File: config.mk
export PLATFORM = sky130hd
export DESIGN_NAME = branch_sequencer
export DESIGN_NICKNAME = d
export VERILOG_FILES = /design/src/rtl/branch_sequencer_pkg.sv /design/src/rtl/branch_sequencer_sat_counter.sv /design/src/rtl/branch_sequencer.sv
export SDC_FILE = /design/constraint.sdc
export NUM_CORES = 1
export LEC_CHECK = 0
export CORE_ASPECT_RATIO = 1.2
export CORE_MARGIN = 3
export CORE_UTILIZATION = 36
export CTS_CLUSTER_DIAMETER = 80
export CTS_CLUSTER_SIZE = 25
export DETAILED_ROUTE_END_ITERATION = 8
export PLACE_DENSITY = 0.7
export SLEW_MARGIN = 0
export SYNTH_ARGS = -nofsm -noshare
export SYNTH_HDL_FRONTEND = slang
export SYNTH_SLANG_ARGS = --single-unit
File: constraint.sdc
create_clock -name CLK -period 1.65 [get_ports CLK]
set_clock_uncertainty 0.05 [all_clocks]
set_input_delay 0.165 -clock CLK [delete_from_list [all_inputs] [get_ports CLK]]
set_output_delay 0.165 -clock CLK [all_outputs]
set_load 0.02 [all_outputs]
File: src/rtl/branch_sequencer_pkg.sv
// Shared definitions for the IPPro program-counter sequencer: FSM state
// encodings and core-wide widths.
package branch_sequencer_pkg;

    localparam int unsigned PC_WIDTH_DEF = 10;
    localparam int unsigned FLAGS_LENGTH = 4;
    localparam int unsigned FLUSH_CNT_WIDTH = 3;

    typedef enum logic [2:0] {
        S_IDLE    = 3'd0,
        S_RUN     = 3'd1,
        S_RESOLVE = 3'd2,
        S_FLUSH   = 3'd3,
        S_HALT    = 3'd4
    } seq_state_t;

endpackage

File: src/rtl/branch_sequencer_sat_counter.sv
// Saturating up-counter with asynchronous reset; holds at all-ones instead
// of wrapping.
module sat_counter #(
    parameter int unsigned CNT_WIDTH = 16
) (
    input  logic                 CLK,
    input  logic                 RST,
    input  logic                 INC,
    output logic [CNT_WIDTH-1:0] COUNT
);

    always_ff @(posedge CLK or posedge RST) begin
        if (RST) begin
            COUNT <= '0;
        end else if (INC && (COUNT != '1)) begin
            COUNT <= COUNT + CNT_WIDTH'(1);
        end
    end

endmodule

File: src/rtl/branch_sequencer.sv
// Program-counter sequencer: owns the PC, resolves branches through the
// retimed BRANCH_SEL, and flushes fetch/decode after every redirect.
module branch_sequencer
    import branch_sequencer_pkg::*;
#(
    parameter int unsigned PC_WIDTH     = PC_WIDTH_DEF,
    parameter int unsigned FLUSH_DEPTH  = 2,
    parameter int unsigned RESET_VECTOR = 0,
    parameter int unsigned CNT_WIDTH    = 16
) (
    input  logic                 CLK,
    input  logic                 RST,
    input  logic                 EN,
    input  logic                 STALL,
    input  logic                 IS_BRANCH,
    input  logic                 IS_JUMP,
    input  logic                 IS_HALT,
    input  logic [PC_WIDTH-1:0]  BRANCH_TARGET,
    input  logic                 BRANCH_SEL,
    output logic [PC_WIDTH-1:0]  PC,
    output logic                 IM_RD_EN,
    output logic                 FLUSH,
    output logic                 HALTED,
    output logic [CNT_WIDTH-1:0] TAKEN_CNT
);

    localparam logic [PC_WIDTH-1:0]        RST_PC     = PC_WIDTH'(RESET_VECTOR);
    localparam logic [FLUSH_CNT_WIDTH-1:0] FLUSH_LOAD = FLUSH_CNT_WIDTH'(FLUSH_DEPTH);

    seq_state_t                 state_q, state_d;
    logic [PC_WIDTH-1:0]        pc_q, pc_d;
    logic [PC_WIDTH-1:0]        tgt_q, tgt_d;
    logic [FLUSH_CNT_WIDTH-1:0] cnt_q, cnt_d;
    logic                       flush_q, flush_d;
    logic                       halted_q, halted_d;
    logic                       taken_inc;

    always_ff @(posedge CLK or posedge RST) begin
        if (RST) begin
            state_q  <= S_IDLE;
            pc_q     <= RST_PC;
            tgt_q    <= '0;
            cnt_q    <= '0;
            flush_q  <= 1'b0;
            halted_q <= 1'b0;
        end else begin
            state_q  <= state_d;
            pc_q     <= pc_d;
            tgt_q    <= tgt_d;
            cnt_q    <= cnt_d;
            flush_q  <= flush_d;
            halted_q <= halted_d;
        end
    end

    always_comb begin
        state_d   = state_q;
        pc_d      = pc_q;
        tgt_d     = tgt_q;
        cnt_d     = cnt_q;
        flush_d   = flush_q;
        halted_d  = halted_q;
        taken_inc = 1'b0;

        case (state_q)
            S_IDLE: begin
                if (EN) begin
                    pc_d    = RST_PC;
                    state_d = S_RUN;
                end
            end

            S_RUN: begin
                if (!EN) begin
                    state_d = S_IDLE;
                    flush_d = 1'b0;
                    cnt_d   = '0;
                end else if (!STALL) begin
                    if (IS_HALT) begin
                        state_d  = S_HALT;
                        halted_d = 1'b1;
                    end else if (IS_JUMP) begin
                        pc_d      = BRANCH_TARGET;
                        taken_inc = 1'b1;
                        flush_d   = 1'b1;
                        cnt_d     = FLUSH_LOAD;
                        state_d   = S_FLUSH;
                    end else if (IS_BRANCH) begin
                        // PC holds: nothing is fetched until the branch resolves.
                        tgt_d   = BRANCH_TARGET;
                        state_d = S_RESOLVE;
                    end else begin
                        pc_d = pc_q + PC_WIDTH'(1);
                    end
                end
            end

            S_RESOLVE: begin
                // The branch unit retimes regardless of STALL, so BRANCH_SEL is
                // consumed here unconditionally.
                if (!EN) begin
                    state_d = S_IDLE;
                    flush_d = 1'b0;
                    cnt_d   = '0;
                end else if (BRANCH_SEL) begin
                    pc_d      = tgt_q;
                    taken_inc = 1'b1;
                    flush_d   = 1'b1;
                    cnt_d     = FLUSH_LOAD;
                    state_d   = S_FLUSH;
                end else begin
                    pc_d    = pc_q + PC_WIDTH'(1);
                    state_d = S_RUN;
                end
            end

            S_FLUSH: begin
                if (!EN) begin
                    state_d = S_IDLE;
                    flush_d = 1'b0;
                    cnt_d   = '0;
                end else if (!STALL) begin
                    if (cnt_q <= FLUSH_CNT_WIDTH'(1)) begin
                        flush_d = 1'b0;
                        cnt_d   = '0;
                        state_d = S_RUN;
                    end else begin
                        cnt_d = cnt_q - FLUSH_CNT_WIDTH'(1);
                    end
                end
            end

            S_HALT: begin
                if (!EN) begin
                    halted_d = 1'b0;
                    state_d  = S_IDLE;
                end
            end

            default: begin
                state_d = S_IDLE;
            end
        endcase
    end

    sat_counter #(
        .CNT_WIDTH(CNT_WIDTH)
    ) u_taken_cnt (
        .CLK  (CLK),
        .RST  (RST),
        .INC  (taken_inc),
        .COUNT(TAKEN_CNT)
    );

    assign PC       = pc_q;
    assign FLUSH    = flush_q;
    assign HALTED   = halted_q;
    assign IM_RD_EN = (state_q == S_RUN) && !STALL;

endmodule

* Word level (Yosys, flattened, before mapping) *
Cells that the tools add are included.

word-level totals
  logic and storage cells = 101
  register bits = 44
  input bits = 18
  output and inout port bits = 29

cells by class
  eq/ne operators = 20
  magnitude comparators = 1
  reductions and logical operators = 13
  $add $sub $neg = 3
  bitwise operators = 3
  muxes and demuxes = 54

operators by type and width
  kind                                                            count
  2-to-1 mux 10 bit                                               8
  2-to-1 mux 3 bit                                                19
  one-hot mux 10 bit (3 select lines)                             1
  != test 3 bit, second input constant                            7
  2-to-1 mux 1 bit                                                19
  AND reduction 6 bit                                             3
  adder 16 x 1 -> 16 bit, second input constant                   1
  != test 16 bit, second input constant                           1
  one-hot mux 3 bit (5 select lines)                              1
  != test 2 bit, second input constant                            7
  AND reduction 7 bit                                             2
  adder 10 x 1 -> 10 bit, second input constant                   1
  one-hot mux 3 bit (3 select lines)                              1
  == test 3 x 2 -> 1 bit, second input constant                   2
  nonzero test 3 bit                                              2
  != test 5 bit, second input constant                            1
  AND reduction 5 bit                                             1
  2-to-1 mux 2 bit                                                2
  one-hot mux 1 bit (2 select lines)                              2
  == test 3 x 1 -> 1 bit, second input constant                   1
  == test 3 bit, second input constant                            1
  less-or-equal comparator 3 x 1 -> 1 bit, second input constant  1
  zero test 3 bit                                                 1
  inverter 1 bit                                                  3
  other kinds (5)                                                 6

* Depth between registers and ports, before layout *
Gate-level depths: netlist of run 1.

  depth after elaboration = 7
  mapped depth = 7
  gate-level depth less buffers = 6

* Cells and area by module *
Synthesis of run 1 repeated with hierarchy kept, for this count alone.

unflattened totals
  cells, all modules = 224
  area, all modules = 2364.8 sq um

modules (own cells, without submodules)
  module            instances  area each (sq um)  sequential area each (sq um)  cells each
  branch_sequencer  1          1559.0             700.7                         153
  sat_counter       1          805.8              400.4                         71

* Worst setup path before layout of run 1 *
No wires, ideal clock.

  path kind = reg-to-reg
  start point = register state_q[0]
  end point = register tgt_q[0]
  period minus slack after synthesis = 1875 ps
  buffers on the path = 1
  path slack = -225 ps
  library setup time = 125 ps
  arrival = 1700 ps
  stages on the path, launching flop included = 6
  required time = 1475 ps
  cell sequence = dfrtp_1 > buf_2 > nand2b_1 > nor3_2 > nand4_2 > mux2_2

on the way
  word-level cells in the longest chain between the ends = 2

ends and longest elaborated chain
  what                                  line                    text
  start: declaration                    branch_sequencer.sv:30  seq_state_t state_q, state_d;
  start signal: assignment              branch_sequencer.sv:47  state_q <= state_d;
  == test 3 x 1 -> 1 bit                branch_sequencer.sv:65  case (state_q)
  AND reduction 6 bit (no source line)  --
  end signal: assignment                branch_sequencer.sv:49  tgt_q <= tgt_d;
  end: declaration                      branch_sequencer.sv:32  logic [PC_WIDTH-1:0] tgt_q, tgt_d;

No other way between the ends.
A chain may end at the register's enable or synchronous reset.

* Worst setup path after layout of run 1 *
  start point = register state_q[2]
  end point = register pc_q[5], in the netlist PC[5]

on the way
  word-level cells in the longest chain between the ends = 3
  elaborated cells on any way between the ends = 12
  classes of those cells = eq/ne: 8; mux: 1; reduce/logical: 3

ends and longest elaborated chain
  what                                                          line                    text
  == test 3 x 1 -> 1 bit, or another cell as far along          branch_sequencer.sv:65
  != test 3 bit (no source line), or another cell as far along  --
  AND reduction 7 bit (no source line)                          --
  end signal: assignment                                        branch_sequencer.sv:48  pc_q <= pc_d;
  end: declaration                                              branch_sequencer.sv:31  logic [PC_WIDTH-1:0] pc_q, pc_d;

Several ways; a longest one is shown, not always the timed one.

==> results of run 1 <==
routing by layer:
metal	up-vias	part of all wire (%)
li1	1080	-
met1	1130	42
met2	55	52
met3	15	4.8
met4	0	1.9
met5	-	0
sequential cells by signal (all words and copies together), names as in the netlist:
name               count
PC                    10
FLUSH                  1
tgt_q                 10
state_q                3
u_taken_cnt.COUNT     16
HALTED                 1
cnt_q                  3
timing repair:
item / in CTS / in global routing
cloned: 2 / 1
gates resized for setup: 35 / 42
setup endpoints to repair: 41 / 45
buffers inserted: 8 / 2
endpoints found under the hold margin: 0 / 0
pin swaps: 12 / 19
area by class of cell:
type | instances | area [µm²] | area share, %
Timing Repair Buffer | 106 | 987 | 25.8
Tap cell | 82 | 103 | 2.68
Sequential cell | 44 | 1120 | 29.3
Clock inverter | 2 | 35.0 | 0.916
Inverter | 7 | 26.3 | 0.687
Multi-Input combinational cell | 173 | 1480 | 38.7
Clock buffer | 6 | 72.6 | 1.90
logic make-up after synthesis:
logic type,Yosys count,share of synthesized area (%)
flip-flops,44,46.7
buffers and inverters,13,2.97
adder cells (fa/ha/maj),4,2.12
AO/OA/AOI/OAI,61,17.8
multiplexers,12,5.73
AND/OR/NAND/NOR,82,20.3
XOR/XNOR,12,4.46
cell usage after synthesis (5+ instances only):
cell / number
sky130_fd_sc_hd__dfrtp_1: 44
sky130_fd_sc_hd__nand2_1: 17
sky130_fd_sc_hd__nor2_1: 16
sky130_fd_sc_hd__o21ai_0: 14
sky130_fd_sc_hd__a21oi_1: 11
sky130_fd_sc_hd__mux2_2: 11
sky130_fd_sc_hd__xnor2_1: 11
sky130_fd_sc_hd__nand3_1: 9
sky130_fd_sc_hd__inv_1: 7
sky130_fd_sc_hd__a221oi_1: 6
sky130_fd_sc_hd__nand4_1: 6
sky130_fd_sc_hd__o21ai_1: 6
sky130_fd_sc_hd__and3_1: 5
sky130_fd_sc_hd__nand2b_1: 5
report_power, final:
| group | leakage (nW) | switching (mW) | total, mW | internal, mW |
|---|---|---|---|---|
| Sequential | 0.572 | 0.114 | 1.33 | 1.21 |
| Clock | 0.0552 | 0.372 | 0.822 | 0.450 |
| Combinational | 1.10 | 0.462 | 0.917 | 0.455 |
| Total | 1.73 | 0.948 | 3.07 | 2.12 |
worst max-delay path by stage:
stage / cells past startpoint / slack (ps) / endpoint
floorplan: 7 / -50 / PC[3]
detailed placement: 7 / -410 / cnt_q[0]
finish: 5 / -110 / PC[5]
CTS: 5 / -110 / PC[5]
global placement: 7 / -330 / cnt_q[1]
global route: 6 / -170 / u_taken_cnt.COUNT[5]
worst max-delay path: stages, from the launching register on:
cell	delay [ps]
sky130_fd_sc_hd__dfrtp_2	460
sky130_fd_sc_hd__or4b_4	600
sky130_fd_sc_hd__o31a_4	210
sky130_fd_sc_hd__nor4_4	160
sky130_fd_sc_hd__a221oi_2	60
sky130_fd_sc_hd__o2bb2ai_1	150
==> metrics.yaml, run 1 <==
layout:
  syn_to_final_growth_pct: 62.1
  fraction_of_layout_cells_with_a_size_suffix_above_1_pct: 42.3
  antenna_cells: 0
  layoutNonFillerInstCount: 420
  final_nets: 359
  layout.filler_cells: 515
  most-common-layout-cells: "sky130_fd_sc_hd__buf_4 (50), sky130_fd_sc_hd__clkdlybuf4s50_1 (34), sky130_fd_sc_hd__dfrtp_1 (30)"
  finish.instance_area_um2: 3820
  mostFrequentLayoutCell: "sky130_fd_sc_hd__buf_4"
  utilization_pct: 61.6
synthesis:
  synthDominantAreaCellType: "sky130_fd_sc_hd__dfrtp_1"
  yosysTopAreaCellShare_pct: 46.7
  sequential_element_share_of_the_synthesized_area_pct: 46.7
  number_of_synthesized_flops_with_an_enable_pin: 0
  netlist-cell-type-count: 52
  ys_seq_elements: 44
  synth_ff_type: "sky130_fd_sc_hd__dfrtp_1"
  number_of_warnings_reported_in_the_yosys_synthesis_log: 0
  synthesis.nets: 250
  postSynth.asyncResetShare_pct: 100
  post_synthesis_cell_area_um2: 2360
  syn_avg_cell_area_um2: 10.3
  top_area_cells_in_the_synthesized_netlist: "sky130_fd_sc_hd__dfrtp_1 (47%), sky130_fd_sc_hd__mux2_2 (5.3%), sky130_fd_sc_hd__xnor2_1 (4.1%)"
  syn_inst: 228
timing:
  finalHoldViolCount: 0
  timing.hold.ws_ps: 166
  timing.max_slew.rel_slack_pct: 75.1
  report.final.setup_viol: 27
  fmax_mhz: 567
  post-route-period-util_pct: 107
  final.setup.worst_slack_ps: -113
  worst_pin_slew_ps: 373
  rsz_0062_raised_after_global_routing: "true"
  fin_setup_tns_ps: -1450
  finalMaxSlewViolations: 0
  layout_min_cycle_time_ps: 1760
clock_tree:
  cts_inserted_buffers: 5
  path_clk_slew_ps: 80
  cts.sinks: 44
  ctsHtreeMaxLevel: 2
  clock_path_buffers: 2
  tritoncts: "yes"
  holdBufCountCts: 0
  clkLatencyLatePin_ps: 300
  clockRootBuffer: "sky130_fd_sc_hd__clkbuf_8"
drt:
  final_routed_drc_violation_total: 0
  drt-initial-drc-count: 93
  drt.antenna.violating_nets: 0
  drt_pre_antenna_iters: 4
  postRouteWirelength_mm: 6.86
  wl_per_cell_um: 16.3
  viasPerCell: 5.43
  number_of_vias_in_the_routed_layout: 2280
setup_path:
  ff2ff_setup_slack_ps: -110
  timing_worst_setup_path_type: "flip-flop to flip-flop"
  required_worst_endpoint_ps: 1820
  start_kind: "flip-flop"
  regToRegStartpoint: "state_q[2]"
  cp.arrival_ps: 1940
  end_of_the_worst_register_to_register_path: "PC[5]"
  worst_setup_path_startpoint: "state_q[2]"
  cp_max_fo: 8
  cp-end-kind: "flip-flop"
  r2r_cells: 5
global_route:
  grt_pass1_wl_mm: 10.9
  groute.usage.overall_pct: 18.4
  antenna_found_initial: 0
  grt_use_met1_pct: 22.5
  first_global_vias: 2279
  grt.met2_usage_pct: 31.2
  grt_max_degree: 45
  busiest_layer: "met2"
  grt_ovf: 0
  global_route.usage.met3_pct: 4.48
placement:
  gp_congestion: 0.913
  dp_cell_count: 399
  final_hpwl_from_detailed_placement_mm: 4.40
  io_buffer_count: 46
  detailed_place.area_um2: 3330
  place_worst_setup_slack_ps: -414
floorplanning:
  design.die.area_um2: 7560
  boundaryPins: 47
  fp.dieW_um: 79.9
  fp-row-count: 31
  floorplan.initialDensity_pct: 38.0
  die_height_um: 94.7
  core_area_um2: 6210
power_and_ir_drop:
  maximum_ir_drop_on_the_vdd_rail_uv: 721
  power_mw: 3.07
  cellLeakagePower_nw: 1.73
  power.density_cell_area_nw_per_um2: 802
run_status:
  violations_in_the_final_reports: "setup timing"
  run_status: "finished with violations"
worst_hold_path:
  hp-class: "input port to asynchronous set/reset pin"
run:
  count_of_maximum_capacitance_violations: 0
No activity file was read; power rests on OpenSTA's default activity.
==> run 2: changes to the inputs <==
Settings changed: PLACE_DENSITY 0.7 to not set, PLACE_DENSITY_LB_ADDON set to 0.2.
==> metrics.yaml, run 2 (synthesis gave the netlist of run 1 again) <==
power_and_ir_drop:
  power_frac_comb_pct: 31.1  # +1.2 points
  power.clock.fraction_pct: 26.6  # -0.2 points
  seq_power_share_pct: 42.3  # -1.0 points
  power.density_cell_area_nw_per_um2: 802  # about the same
  maximum_ir_drop_on_the_vdd_rail_uv: 511  # -29%
  power.share.switching_pct: 31.6  # +0.63 points
  cellInternalPower_mw: 2.15  # +1.5%
  cellLeakagePower_nw: 1.89  # +9.4%
  net-switching-power_mw: 0.991  # +4.5%
floorplanning:
  floorplan.initialDensity_pct: 38.0  # unchanged
  design.die.area_um2: 7560  # unchanged
  boundaryPins: 47  # unchanged
  core_area_um2: 6210  # unchanged
  fp-row-count: 31  # unchanged
  die_height_um: 94.7  # unchanged
  fp.dieW_um: 79.9  # unchanged
setup_path:
  ff2ff_setup_slack_ps: -130  # -20 ps
  required_worst_endpoint_ps: 1830  # about the same
  timing_worst_setup_path_type: "flip-flop to flip-flop"
  start_kind: "flip-flop"
  cp_max_fo: 8  # unchanged
  cp.arrival_ps: 1970  # +30 ps
  cp-end-kind: "flip-flop"
timing:
  final.setup.worst_slack_ps: -133  # -19.3 ps
  timing.hold.ws_ps: 151  # -15.0 ps
  layout_min_cycle_time_ps: 1780  # +19.3 ps
  report.final.setup_viol: 23  # -15%
  post-route-period-util_pct: 108  # +1.2 points
  fmax_mhz: 561  # -1.1%
  worst_pin_slew_ps: 489  # +116 ps
  timing.max_slew.rel_slack_pct: 67.3  # -7.8 points
  finalHoldViolCount: 0  # unchanged
  finalMaxSlewViolations: 0  # unchanged
  rsz_0062_raised_after_global_routing: "true"
placement:
  io_buffer_count: 46  # unchanged
  gp_congestion: 0.804  # -12%
  final_hpwl_from_detailed_placement_mm: 4.37  # -0.76%
clock_tree:
  clkLatencyLatePin_ps: 300  # about the same
  ctsHtreeMaxLevel: 2  # unchanged
  cts_inserted_buffers: 5  # unchanged
  clockRootBuffer: "sky130_fd_sc_hd__clkbuf_8"
  clock_path_buffers: 2  # unchanged
  tritoncts: "yes"
  holdBufCountCts: 0  # unchanged
  path_clk_slew_ps: 90  # about the same
  cts.sinks: 44  # unchanged
layout:
  fraction_of_layout_cells_with_a_size_suffix_above_1_pct: 43.6  # +1.3 points
  final_nets: 367  # +2.2%
  largest_register_ffs: 16  # unchanged
  utilization_pct: 63.1  # +1.5 points
  top_register: "u_taken_cnt.COUNT"
  most-common-layout-cells: "sky130_fd_sc_hd__buf_4 (57), sky130_fd_sc_hd__dfrtp_1 (30), sky130_fd_sc_hd__clkdlybuf4s50_1 (29)"
  antenna_cells: 0  # unchanged
  syn_to_final_growth_pct: 66.0
  mostFrequentLayoutCell: "sky130_fd_sc_hd__buf_4"
drt:
  met3_length_um: 333  # +1.2%
  viasPerCell: 5.26  # -3.1%
  final_routed_drc_violation_total: 0  # unchanged
  wl_per_cell_um: 16.1  # -1.7%
  drt.antenna.violating_nets: 0  # unchanged
  postRouteWirelength_mm: 6.87  # +0.15%
  routedLengthMet1_mm: 2.85  # -0.28%
  drt-initial-drc-count: 78  # -16%
  drt_pre_antenna_iters: 4  # unchanged
  topRoutingLayerUsed: "met4"
  number_of_vias_in_the_routed_layout: 2251  # -1.3%
  routed-wl-met2_mm: 3.56  # +0.40%
global_route:
  grt_ovf: 0  # unchanged
  groute.usage.overall_pct: 18.0  # -0.40 points
  grt_pass1_wl_mm: 10.7  # -1.3%
  antenna_found_initial: 0  # unchanged
  first_global_vias: 2229  # -2.2%
  grt_max_degree: 45  # unchanged
worst_hold_path:
  hp-class: "input port to asynchronous set/reset pin"
run:
  count_of_maximum_capacitance_violations: 0  # unchanged
run_status:
  violations_in_the_final_reports: "setup timing"
  run_status: "finished with violations"
==> run 2: layout make-up <==
type	instances	area (µm²)
inverters	7	28.8
multi-input cells	173	1490
repair buffers	114	1060
clock buffers	5	68.8
clock inverters	3	42.5
flip-flops and latches	44	1120
well taps	82	103
fillers	526	2290
==> run 2: metrics by stage <==
stage	power, mW	std cells	instance area, µm²	setup WS [ps]	setup TNS [ps]
2_1_floorplan	1.74	228	2430	-48.8	-67.2
3_3_place_gp	2.14	402	3350	-341	-10470
3_5_place_dp	2.16	402	3350	-378	-10870
4_1_cts	3.04	417	3630	-109	-1420
5_1_grt	3.31	428	3920	-208	-3960
6_report	3.14	428	3920	-133	-1550
==> run 2: what timing repair did <==
| action | CTS | global route |
|---|---|---|
| buffers inserted | 6 | 9 |
| endpoints found under the setup margin | 40 | 50 |
| resized for setup | 31 | 57 |
| pin swaps | 14 | 17 |
| cloned | 1 | 2 |
==> run 2: final timing paths <==
kind	from	to	cells after the start
max reg2reg	state_q[2]	PC[4]	6
min reg2reg	u_taken_cnt.COUNT[10]	u_taken_cnt.COUNT[10]	1
max in group asynchronous	RST	state_q[0]	3
max	state_q[2]	PC[4]	6
min in group CLK	IS_HALT	state_q[2]	5
min	RST	tgt_q[1]	3
==> run 2: power by group through the flow <==
stage | logic [mW] | registers, mW | clock network (mW)
after global placement | 0.813 | 1.33 | 0
after floorplan | 0.304 | 1.43 | 0
final | 0.975 | 1.33 | 0.837
after CTS | 0.870 | 1.32 | 0.858
after global routing | 1.05 | 1.35 | 0.908
after detailed placement | 0.824 | 1.34 | 0
==> run 2: worst max-delay path, stage by stage, from the launching register on <==
cell	delay (ps)
sky130_fd_sc_hd__dfrtp_2	480
sky130_fd_sc_hd__or4b_4	520
sky130_fd_sc_hd__o31a_4	200
sky130_fd_sc_hd__buf_6	140
sky130_fd_sc_hd__nor3b_2	140
sky130_fd_sc_hd__a221oi_1	70
sky130_fd_sc_hd__o21ai_1	120
==> run 2: metal layers <==
layer  vias to the layer above  global-route usage (%)
met1                      1084                    23.1
met4                         0                    4.65
li1                       1088                       -
met3                        12                    3.34
met2                        67                    30.9
met5                         -                       0
==> run 3: changes to the inputs <==
Settings changed: GPL_ROUTABILITY_DRIVEN set to 0.
==> results of run 3 <==
Final layout, timing and power as in run 2 (identical DEF).
